[src/rtl/cavlc_ctrl_pkg.sv]
// -----------------------------------------------------------------------------
// cavlc_ctrl_pkg
//
// Shared types and default parameter values for the CAVLC stage sequencer.
//   ctrl_state_e : sequencer state encoding
//   stage_idx_t  : stage index type for the default stage count
//   DEFAULT_*    : default parameter values used by the sequencer and watchdog
// -----------------------------------------------------------------------------
package cavlc_ctrl_pkg;

  localparam int unsigned DEFAULT_NUM_STAGES = 5;
  localparam int unsigned DEFAULT_SHIFT_W    = 5;
  localparam int unsigned DEFAULT_BLK_CNT_W  = 8;
  localparam int unsigned DEFAULT_TIMEOUT_W  = 10;

  typedef enum logic [2:0] {
    IDLE       = 3'd0,
    START      = 3'd1,
    RUN        = 3'd2,
    BLOCK_DONE = 3'd3,
    HALT       = 3'd4,
    ERROR      = 3'd5
  } ctrl_state_e;

  typedef logic [$clog2(DEFAULT_NUM_STAGES)-1:0] stage_idx_t;

endpackage

[src/rtl/cavlc_stage_watchdog.sv]
// -----------------------------------------------------------------------------
// cavlc_stage_watchdog
//
// Per-stage RUN timeout counter. The count clears whenever the sequencer is
// not in RUN (so it restarts on every entry to RUN) and advances once per RUN
// cycle.
//
// Ports:
//   clk     : clock, rising edge
//   reset   : synchronous, active-high reset
//   run     : sequencer is in RUN this cycle
//   timeout : this RUN cycle is the terminal one (count reaches all-ones)
// -----------------------------------------------------------------------------
module cavlc_stage_watchdog
  import cavlc_ctrl_pkg::*;
#(
  parameter int unsigned TIMEOUT_W = DEFAULT_TIMEOUT_W
) (
  input  logic clk,
  input  logic reset,
  input  logic run,
  output logic timeout
);

  // cnt_q holds the number of RUN cycles already completed in this stage, so
  // the cycle that would carry it to all-ones is the terminal cycle.
  localparam logic [TIMEOUT_W-1:0] TERM_M1 = ~TIMEOUT_W'(1);

  logic [TIMEOUT_W-1:0] cnt_q, cnt_d;

  always_comb begin
    cnt_d = run ? cnt_q + TIMEOUT_W'(1) : '0;
  end

  always_ff @(posedge clk) begin
    if (reset) begin
      cnt_q <= '0;
    end else begin
      cnt_q <= cnt_d;
    end
  end

  assign timeout = run && (cnt_q == TERM_M1);

endmodule

[src/rtl/cavlc_stage_sequencer.sv]
// -----------------------------------------------------------------------------
// cavlc_stage_sequencer
//
// Steps a chain of NUM_STAGES CAVLC sub-decoders once per block and muxes the
// running stage's shift request onto the shared barrel shifter. Supports
// per-block stage skipping, a block-count run limit, abort, and an optional
// per-stage watchdog enabled by defining CTRL_WATCHDOG_EN.
//
// Ports:
//   Clk, Reset            : clock and synchronous active-high reset
//   Enable                : run request
//   BarrelShifterReady    : shifter holds valid bits
//   Abort                 : drop the current block and return to IDLE
//   NumBlocks             : blocks per run, 0 = unlimited
//   StageSkip[k]          : skip stage k (sampled in START of stage k)
//   StageDone[k]          : stage k finished (honoured in RUN of stage k)
//   StageShiftEn/NumShift : per-stage shift requests, slice k = stage k
//   ShiftEn, NumShift     : muxed shift request of the running stage
//   StageStart            : registered one-hot start pulse (first RUN cycle)
//   StageActive           : one-hot running stage
//   BlockDone             : one-cycle pulse per completed block
//   BlockCount            : blocks completed in the current run
//   Busy                  : sequencer not idle
//   Error, ErrorStage     : watchdog fired and the stage that timed out
//
// Without CTRL_WATCHDOG_EN the ERROR state is unreachable, Error and
// ErrorStage stay 0 and TIMEOUT_W has no effect.
// -----------------------------------------------------------------------------
module cavlc_stage_sequencer
  import cavlc_ctrl_pkg::*;
#(
  parameter int unsigned NUM_STAGES = DEFAULT_NUM_STAGES,
  parameter int unsigned SHIFT_W    = DEFAULT_SHIFT_W,
  parameter int unsigned BLK_CNT_W  = DEFAULT_BLK_CNT_W,
  parameter int unsigned TIMEOUT_W  = DEFAULT_TIMEOUT_W
) (
  input  logic                          Clk,
  input  logic                          Reset,
  input  logic                          Enable,
  input  logic                          BarrelShifterReady,
  input  logic                          Abort,
  input  logic [BLK_CNT_W-1:0]          NumBlocks,
  input  logic [NUM_STAGES-1:0]         StageSkip,
  input  logic [NUM_STAGES-1:0]         StageDone,
  input  logic [NUM_STAGES-1:0]         StageShiftEn,
  input  logic [NUM_STAGES*SHIFT_W-1:0] StageNumShift,
  output logic                          ShiftEn,
  output logic [SHIFT_W-1:0]            NumShift,
  output logic [NUM_STAGES-1:0]         StageStart,
  output logic [NUM_STAGES-1:0]         StageActive,
  output logic                          BlockDone,
  output logic [BLK_CNT_W-1:0]          BlockCount,
  output logic                          Busy,
  output logic                          Error,
  output logic [$clog2(NUM_STAGES)-1:0] ErrorStage
);

  localparam int unsigned     IDX_W    = $clog2(NUM_STAGES);
  localparam logic [IDX_W-1:0] LAST_IDX = IDX_W'(NUM_STAGES - 1);

  ctrl_state_e            state_q, state_d;
  logic [IDX_W-1:0]       idx_q, idx_d;
  logic [NUM_STAGES-1:0]  stage_start_q, stage_start_d;
  logic [BLK_CNT_W-1:0]   block_count_q, block_count_d;
  logic [IDX_W-1:0]       err_stage_q, err_stage_d;

  logic                   cur_done;
  logic                   cur_skip;
  logic                   cur_shift_en;
  logic [SHIFT_W-1:0]     cur_num_shift;
  logic [NUM_STAGES-1:0]  cur_onehot;
  logic [BLK_CNT_W-1:0]   block_count_inc;
  logic                   last_block;
  logic                   run_active;
  logic                   wdg_timeout;

  // ---------------------------------------------------------------------------
  // Current-stage selection
  // ---------------------------------------------------------------------------
  // NOTE: every signal written in an always_comb gets a default first, so no
  // path through the block can leave it unassigned and infer a latch.
  always_comb begin
    cur_done      = 1'b0;
    cur_skip      = 1'b0;
    cur_shift_en  = 1'b0;
    cur_num_shift = '0;
    cur_onehot    = '0;
    for (int i = 0; i < NUM_STAGES; i++) begin
      if (idx_q == IDX_W'(i)) begin
        cur_done      = StageDone[i];
        cur_skip      = StageSkip[i];
        cur_shift_en  = StageShiftEn[i];
        cur_num_shift = StageNumShift[i*SHIFT_W +: SHIFT_W];
        cur_onehot[i] = 1'b1;
      end
    end
  end

  // The run limit compares against the count this block will produce.
  assign block_count_inc = block_count_q + BLK_CNT_W'(1);
  assign last_block      = (NumBlocks != '0) && (block_count_inc == NumBlocks);
  assign run_active      = (state_q == RUN);

  // ---------------------------------------------------------------------------
  // Optional watchdog
  // ---------------------------------------------------------------------------
`ifdef CTRL_WATCHDOG_EN
  cavlc_stage_watchdog #(
    .TIMEOUT_W (TIMEOUT_W)
  ) u_watchdog (
    .clk     (Clk),
    .reset   (Reset),
    .run     (run_active),
    .timeout (wdg_timeout)
  );
`else
  // Without the watchdog the timeout never fires; TIMEOUT_W has no effect.
  assign wdg_timeout = 1'b0 & (TIMEOUT_W == 0);
`endif

  // ---------------------------------------------------------------------------
  // State register
  // ---------------------------------------------------------------------------
  // NOTE: sequential state uses non-blocking assignments so every flop samples
  // the pre-edge value of the others, independent of statement order.
  always_ff @(posedge Clk) begin
    if (Reset) begin
      state_q       <= IDLE;
      idx_q         <= '0;
      stage_start_q <= '0;
      block_count_q <= '0;
      err_stage_q   <= '0;
    end else begin
      state_q       <= state_d;
      idx_q         <= idx_d;
      stage_start_q <= stage_start_d;
      block_count_q <= block_count_d;
      err_stage_q   <= err_stage_d;
    end
  end

  // ---------------------------------------------------------------------------
  // Next-state logic
  // ---------------------------------------------------------------------------
  always_comb begin
    state_d       = state_q;
    idx_d         = idx_q;
    stage_start_d = '0;
    block_count_d = block_count_q;
    err_stage_d   = err_stage_q;

    case (state_q)
      IDLE: begin
        if (Enable && BarrelShifterReady) begin
          state_d       = START;
          idx_d         = '0;
          block_count_d = '0;
        end
      end

      START: begin
        if (Abort) begin
          state_d = IDLE;
          idx_d   = '0;
        end else if (cur_skip) begin
          if (idx_q == LAST_IDX) begin
            state_d = BLOCK_DONE;
          end else begin
            state_d = START;
            idx_d   = idx_q + IDX_W'(1);
          end
        end else begin
          // Registered so the pulse lines up with the first RUN cycle.
          state_d       = RUN;
          stage_start_d = cur_onehot;
        end
      end

      RUN: begin
        // Abort outranks completion, and completion on the terminal watchdog
        // cycle outranks the timeout.
        if (Abort) begin
          state_d = IDLE;
          idx_d   = '0;
        end else if (cur_done) begin
          if (idx_q == LAST_IDX) begin
            state_d = BLOCK_DONE;
          end else begin
            state_d = START;
            idx_d   = idx_q + IDX_W'(1);
          end
        end else if (wdg_timeout) begin
          state_d     = ERROR;
          err_stage_d = idx_q;
        end
      end

      BLOCK_DONE: begin
        // The BlockDone pulse is visible this cycle, so the count always
        // follows it.
        block_count_d = block_count_inc;
        idx_d         = '0;
        if (Abort) begin
          state_d = IDLE;
        end else if (last_block) begin
          state_d = HALT;
        end else if (!Enable) begin
          state_d = IDLE;
        end else if (BarrelShifterReady) begin
          state_d = START;
        end else begin
          state_d = IDLE;
        end
      end

      HALT: begin
        if (Abort || !Enable) begin
          state_d = IDLE;
        end
      end

      ERROR: begin
        if (Abort || !Enable) begin
          state_d = IDLE;
        end
      end

      default: begin
        state_d = IDLE;
        idx_d   = '0;
      end
    endcase
  end

  // ---------------------------------------------------------------------------
  // Outputs
  // ---------------------------------------------------------------------------
  always_comb begin
    ShiftEn     = 1'b0;
    NumShift    = '0;
    StageActive = '0;
    BlockDone   = 1'b0;
    Busy        = (state_q != IDLE);
    Error       = 1'b0;
    ErrorStage  = '0;

    case (state_q)
      RUN: begin
        ShiftEn     = cur_shift_en;
        NumShift    = cur_num_shift;
        StageActive = cur_onehot;
      end
      BLOCK_DONE: begin
        BlockDone = 1'b1;
      end
      ERROR: begin
        Error      = 1'b1;
        ErrorStage = err_stage_q;
      end
      default: begin
      end
    endcase
  end

  assign StageStart = stage_start_q;
  assign BlockCount = block_count_q;

endmodule

[config.mk]
export PLATFORM = sky130hd
export DESIGN_NAME = cavlc_stage_sequencer
export DESIGN_NICKNAME = d
export VERILOG_FILES = /design/src/rtl/cavlc_ctrl_pkg.sv /design/src/rtl/cavlc_stage_watchdog.sv /design/src/rtl/cavlc_stage_sequencer.sv
export SDC_FILE = /design/constraint.sdc
export NUM_CORES = 1
export LEC_CHECK = 0
export CORE_MARGIN = 2
export CORE_UTILIZATION = 41
export DETAILED_ROUTE_END_ITERATION = 6
export PLACE_DENSITY_LB_ADDON = 0.08
export SLEW_MARGIN = 20
export SYNTH_ARGS = -nofsm -noshare
export SYNTH_HDL_FRONTEND = slang
export SYNTH_HIERARCHICAL = 1
export SYNTH_SLANG_ARGS = --single-unit
[constraint.sdc]
create_clock -name Clk -period 2.8 [get_ports Clk]
set_input_delay 0.84 -clock Clk [delete_from_list [all_inputs] [get_ports Clk]]
set_output_delay 0.84 -clock Clk [all_outputs]
set_load 0.02 [all_outputs]
# Word-level counts from Yosys, hierarchy flattened
# Cells that the tools add are included.
# Widths: inputs -> output; s select.
dict set report word_totals {
  ff_bits 19
}
dict set report classes {
  add_sub_neg 2
  reduce_logical 14
  eq_ne 14
  muxes 51
  bitwise_logic 2
}
# operator n
set ops {}
lappend ops {{$mux 3} 12}
lappend ops {{$mux 5} 7}
lappend ops {{$mux 1} 25}
lappend ops {{$pmux 8 s2} 1}
lappend ops {{$pmux 3 s5} 1}
lappend ops {{$eq 3x2->1 const B} 4}
lappend ops {{$pmux 3 s4} 1}
lappend ops {{$eq 3x3->1 const B} 3}
lappend ops {{$add 8x1->8 const B} 1}
lappend ops {{$eq 8x8->1} 1}
lappend ops {{$mux 8} 1}
lappend ops {{$reduce_bool 8->1} 1}
lappend ops {{$eq 3x1->1 const B} 2}
lappend ops {{$logic_not 3->1} 2}
lappend ops {{$mux 2} 3}
lappend ops {{$ne 3x3->1 const B} 2}
lappend ops {{$reduce_and 4->1} 1}
lappend ops {{$reduce_or 4->1} 1}
lappend ops {{$add 3x1->3 const B} 1}
lappend ops {{$reduce_and 3->1} 1}
lappend ops {{$reduce_bool 3->1} 1}
lappend ops {{$logic_and 1x1->1} 2}
lappend ops {{$ne 2x1->1 const B} 1}
lappend ops {{$ne 2x2->1 const B} 1}
lappend ops {{other kinds (6)} 7}

# Logic depth before layout (Yosys ltp)
# Gate-level depths: netlist of the first run.
dict set report depth {
  word_depth 9
  ltp_mapped 9
}

# Worst setup path before layout of the first run
# No wires, ideal clock.
dict set report synth_path {
  kind {register to output}
  start {register idx_q[2]}
  end {output NumShift[2]}
  setup_slack_ns -0.126
  required_ns 1.960
  stages_incl_launch_ff 9
  n_path_buf 3
  arrival_ns 2.086
  cell_sequence {dfxtp_1 > buf_2 > clkinv_1 > ha_1 > clkbuf_1 > clkbuf_1 > nor3_1 > a21oi_1 > a211oi_1}
}
dict set report synth_via {
  elab_chain_len 7
}
# element line_no
set synth_lines {}
lappend synth_lines {{start, declared} cavlc_stage_sequencer.sv:62} ;# logic [IDX_W-1:0] idx_q, idx_d;
lappend synth_lines {{start signal, assigned} cavlc_stage_sequencer.sv:135} ;# idx_q <= idx_d;
lappend synth_lines {{$logic_not 3->1} cavlc_stage_sequencer.sv:89} ;# if (idx_q == IDX_W'(i)) begin
lappend synth_lines {{$mux 5 (4 in a row)} cavlc_stage_sequencer.sv:89}
lappend synth_lines {{$mux 5 (*)} cavlc_stage_sequencer.sv:89}
lappend synth_lines {{$mux 5 (*)} cavlc_stage_sequencer.sv:247} ;# case (state_q)
lappend synth_lines {{end, declared} cavlc_stage_sequencer.sv:48} ;# output logic [SHIFT_W-1:0] NumShift,
# Mark *: on every way between the ends. The rest lies on a longest branch, timed or not.

# Final worst setup path of the first run
dict set report layout_path {
  start {input StageNumShift[10]}
  end {output NumShift[0]}
}
dict set report layout_via {
  elab_chain_len 4
}
# element line_no
set layout_lines {}
lappend layout_lines {{start, declared} cavlc_stage_sequencer.sv:46} ;# input logic [NUM_STAGES*SHIFT_W-1:0] StageNumShift,
lappend layout_lines {{$mux 5 (3 in a row)} cavlc_stage_sequencer.sv:89}
lappend layout_lines {{$mux 5} cavlc_stage_sequencer.sv:247}
# Every way passes these cells.

==> metrics.txt, run 1 <==
Setup crit end kind output pin; cell taking the most area after synthesis dfxtp_1; layout cells sized above 1 0.163; GRT overflow 0; Worst-path clk slew about 70 ps; Root Driver clkbuf_8; DRT iter0 DRCs 195; skew final about 1.5 ps; CP Class in -> out; Slew Limit Fails 0; CTS tree done; HPWL after detailed placement about 4 mm; Starting Density 0.421; Final Hold Viols 0; post-synth cell types 52; P_sw 0.201 mW; first-pass GRT wire length between 8 and 9 mm; setup TNS -27.7 ps; GRT Resource Usage Total 0.230; post-layout minimum cycle time 2830 ps; Die Width just under 70 µm; largest net degree at the start of global routing 16; cell with the most instances after synthesis nor2_1; crit path DAT 1990 ps; sequential share of the synthesized area 0.229; total CTS buffers 3; Clock Tree Buf Depth 2; Clk pwr share 0.266; DRC viols 0; Vias/cell 5.39; final worst slack -27.7 ps; io pins 83; sequential power share 0.388; Row Count 23; highest net fanout along the worst path 1; depth of the CTS H-tree 1; Ys Warns 6; total of max-cap violations 0; overall power consumption 0.716 mW; CP Launch Type primary input; P_leak 1.09 nW; WP data required 1960 ps; Post-Synthesis Cells 225; DRT Wirelength around 5.2 mm; final setup fails 1; ranking of synthesized cells by area dfxtp_1 (23%), nor2_1 (8.6%), a21oi_1 (5.7%); unrepaired setup endpoints after global routing true; core area 3940 µm²; Seq cells post-synth 19; Max IR drop VDD 0.000323 V; Commonest cells post-synth nor2_1 (38), a21oi_1 (19), dfxtp_1 (19); Final period util 1.01; initial antenna violation count 0; Die Y 67.6 µm; internal power between 0.5 and 0.6 mW; top_reg_cell synth dfxtp_1; Synth top area share 0.229; drt wl/cell around 14 µm; Comb pwr share 0.346; Post-synth EDFFs 0; asr flop ratio synth 0; TritonCTS sink count 19; Area Overhead vs Synth 65.6%; die area 4570 µm²; switching share of total power 0.281; clk_lat worst skew 250 ps; vias in the first global route 1799; area of the mapped netlist between 1500 and 2000 µm²; Post-Syn Area per Cell 7.37 µm²; Worst Hold Class reg -> reg; I/O Buffers slightly below 80; global placer's final weighted congestion 0.878; fmax roughly 350 MHz; Antenna Violating Nets Remaining 0; violated checks negative setup slack; n_diodes 0; Filler Cells Inserted between 300 and 400; drt pass-1 iters 7; routed via count 1995; status complete, but fails checks; P per Cell Area 261 nW/µm²; fin nets 380
cell type report:
type	instances	area, µm²	share of cell area
multi-input combinational	185	1250	0.454
timing repair buffer	105	971	0.354
sequential	19	388	0.141
tap	50	62.6	0.0228
clock buffer	4	45.0	0.0164
inverter	7	31.3	0.0114
per-layer routing:
| layer | vias to the layer above | GRT usage | routed length, µm |
|---|---|---|---|
| li1 | 1012 | - | - |
| met1 | 899 | 0.299 | 2280 |
| met2 | 78 | 0.381 | 2470 |
| met3 | 6 | 0.0400 | 382 |
| met4 | 0 | 0.0740 | 59 |
| met5 | - | 0 | 0 |
layout by cell type, fill, tap and decap left out, types with 4 or more instances in the layout:
cell / instances
buf_4: 27
dfxtp_1: 17
nand3_1: 5
a211oi_1: 7
nand3b_1: 5
o21ai_0: 6
nand2b_1: 4
nand2_1: 14
a21oi_1: 19
nor2_1: 38
xnor2_1: 7
nor3_1: 9
clkdlybuf4s50_1: 57
a222oi_1: 6
dlygate4sd2_1: 13
sequential cells by signal, summed over array words and instances (netlist names):
signal / cells
BlockCount: 8
StageStart: 5
idx_q: 3
state_q: 3
power groups by stage:
stage          Combinational [mW]  Sequential, mW  Clock (mW)
4_1_cts                     0.240           0.279       0.197
3_3_place_gp                0.242           0.284           0
2_1_floorplan               0.115           0.288           0
6_report                    0.248           0.278       0.190
5_1_grt                     0.269           0.278       0.209
3_5_place_dp                0.244           0.285           0
logic make-up (layout without fill, tap and decap cells):
group,Yosys count,after routing,share of synthesized area
xor+xnor,9,9,0.0475
fa+ha+maj,6,6,0.0453
other cells,1,3,0.00226
flops,19,19,0.229
buf+inv,23,116,0.0611
compound gates,63,63,0.279
simple gates,101,101,0.316
mux,3,3,0.0189
stage by stage:
stage	utilization	std cells	cell area, µm²	worst slack, ps	hold WS [ps]
floorplan	-	227	1680	36.4	484
global placement	0.669	363	2640	-510	503
CTS	0.679	366	2680	-39.1	520
finish	0.696	370	2750	-27.7	515
detailed placement	0.669	363	2640	-518	509
global route	0.696	370	2750	-136	537
worst max-delay path, stage by stage:
cell	delay, ps
clkdlybuf4s50_1	460
nor2_1	50
nor3_1	160
a21oi_1	70
a211oi_1	220
buf_2	200
timing repair:
action	CTS	global route
resized for setup	54	12
setup endpoints to repair	8	8
pin swaps	19	18
hold buffers	0	0
buffers inserted	0	4
path summary, 6_finish.rpt:
path,startpoint,endpoint,slack [ps],cells after the start
max,StageNumShift[10],NumShift[0],-30,6
min,BlockCount[7],BlockCount[7],510,1
max reg2reg,idx_q[0],idx_q[2],620,8
min reg2reg,BlockCount[7],BlockCount[7],510,1
Note: power is estimated with default switching activity, not from simulation.
==> run 2: changes to the inputs <==
- CORE_MARGIN: 2 -> 5
==> run 2 against run 1 <==
  * The run still ends with negative setup slack left
  * Die area grew 19%
  * Clock power is essentially flat
  * Wire length is 9.7% higher
  * Critical path depth is 2 higher
  * Fmax fell by 0.34%
  * Largest power group unchanged
==> metrics.txt, run 2 (same netlist as run 1, synthesis figures left out) <==
most frequent cells in the layout clkdlybuf4s50_1 (57), nor2_1 (38), buf_4 (28); critical path, cell by cell inv_2 -> ha_4 -> nor3b_4 -> a222oi_1 -> nor3_1 -> a21oi_1 -> a211oi_2 -> buf_4; Antenna Violating Nets Remaining 0 (unchanged); Post-CTS Hold Fix Bufs 0 (unchanged); TritonCTS sink count 19 (unchanged); drt wl/cell 15.4 µm (+9.7%); final worst slack -37.4 ps (-9.65 ps); crit-path leading delay family simple AND/OR/NAND/NOR gates; post-layout minimum cycle time 2840 ps (+9.65 ps); io pins 83 (unchanged); Comb pwr share 0.346 (about the same); routed via count 2040 (+2.3%); die area 5420 µm² (+19%); worst hold start BlockCount[7]; GRT Resource Usage Total 0.206 (-0.0238); P_leak 1.12 nW (+2.3%); Clock Tree Buf Depth 2 (unchanged); Die Y 73.6 µm (+8.9%); most common cell after layout, fill and taps aside clkdlybuf4s50_1; max FFs per register 8 (unchanged); fmax 352 MHz (-0.34%); CTS tree done; Area Overhead vs Synth 65.7% (about the same); total CTS buffers 3 (unchanged); highest net fanout along the worst path 6 (+5); CP Launch Type flip-flop; P per Cell Area 263 nW/µm² (+0.70%); n_diodes 0 (unchanged); Root Driver clkbuf_8; WHS Endpoint BlockCount[7]; crit path buf inv count 2 (unchanged); Worst Hold Class reg -> reg; DRC viols 0 (unchanged); skew final 1.66 ps (+0.113 ps); r2r setup slk 450 ps (-170 ps); switching share of total power 0.287 (+0.00534); HPWL after detailed placement 4.45 mm (+11%); global placer's final weighted congestion 0.853 (-2.9%); CP Class reg -> out; slowest stage delay, CP 330 ps (-130 ps); layout cells sized above 1 0.166 (+0.00312); WP data required 1960 ps (about the same); Clk pwr share 0.267 (about the same); R2R Path End idx_q[2]; fin nets 380 (unchanged); unrepaired setup endpoints after global routing true; DRT iter0 DRCs 110 (-44%); depth of the CTS H-tree 1 (unchanged); total of max-cap violations 0 (unchanged); Slew Limit Fails 0 (unchanged); drt pass-1 iters 5 (-2); Worst-path clk slew 70 ps (about the same); violated checks negative setup slack; Max IR drop VDD 0.000245 V (-24%); P_sw 0.207 mW (+2.7%); Filler Cells Inserted 350 (-0.57%); hold path depth 1 (unchanged); pre-CTS WS -585 ps (-66.7 ps); Setup crit end kind output pin; largest net degree at the start of global routing 16 (unchanged); Final Hold Viols 0 (unchanged); final setup fails 1 (unchanged); core area 3970 µm² (+0.73%); Die Width 73.6 µm (+8.9%); Register-to-Register Path Depth 9 (+1); crit path DAT 2000 ps (about the same); clk_lat worst skew 260 ps (about the same); vias in the first global route 1882 (+4.6%); sequential power share 0.387 (about the same); Row Count 23 (unchanged); initial antenna violation count 0 (unchanged); internal power 0.515 mW (about the same); GRT overflow 0 (unchanged); status complete, but fails checks; first-pass GRT wire length 8.89 mm (+9.7%); Vias/cell 5.51 (+2.3%); DRT Wirelength 5.70 mm (+9.7%); Starting Density 0.417 (-0.00305); Final period util 1.01 (+0.00345); I/O Buffers 79 (unchanged); Fin Hold WS 519 ps (+4.60 ps); Reg2Reg Launch Point idx_q[0]; Crit-path slowest cell dfxtp_2
[run 2: worst max-delay path by stage]
stage               cells past startpoint          end             start
floorplan                               7  NumShift[0]          idx_q[2]
global placement                        6  NumShift[3]  StageNumShift[3]
detailed placement                      6  NumShift[3]  StageNumShift[3]
CTS                                     6  NumShift[3]  StageNumShift[3]
global route                            8  NumShift[3]          idx_q[0]
finish                                  8  NumShift[3]          idx_q[1]
[run 2: cell type report]
cell class	count	area, µm²	area share
timing repair buffer	105	981	0.357
multi-input combinational	185	1240	0.453
sequential	19	385	0.140
inverter	7	28.8	0.0105
tap	50	62.6	0.0228
clock buffer	4	45.0	0.0164
[run 2: stage by stage]
stage / utilization / area, µm² / TNS [ps] / power (mW) / std cells
2_1_floorplan: - / 1680 / 0 / 0.402 / 227
3_3_place_gp: 0.668 / 2650 / -3130 / 0.528 / 365
3_5_place_dp: 0.668 / 2650 / -3140 / 0.529 / 365
4_1_cts: 0.681 / 2700 / -155 / 0.720 / 369
5_1_grt: 0.692 / 2750 / -690 / 0.755 / 370
6_report: 0.692 / 2750 / -37.4 / 0.722 / 370
[run 2: power groups by stage]
stage | Clock (mW) | Sequential [mW] | Combinational, mW
after floorplan | 0 | 0.288 | 0.115
after global placement | 0 | 0.284 | 0.243
after detailed placement | 0 | 0.285 | 0.245
after global routing | 0.205 | 0.279 | 0.270
final | 0.193 | 0.279 | 0.250
after CTS | 0.195 | 0.279 | 0.246
[run 2: repair_timing]
action,in CTS,in global routing
setup buffers,0,1
gates resized for setup,54,11
endpoints found under the setup margin,10,8
pin swaps,16,11
hold endpoints to repair,0,0
[run 2: layer usage]
layer	GRT usage	routed length [µm]
met4	0.0302	25
met5	0	0
met3	0.0397	396
met1	0.267	2540
met2	0.358	2730
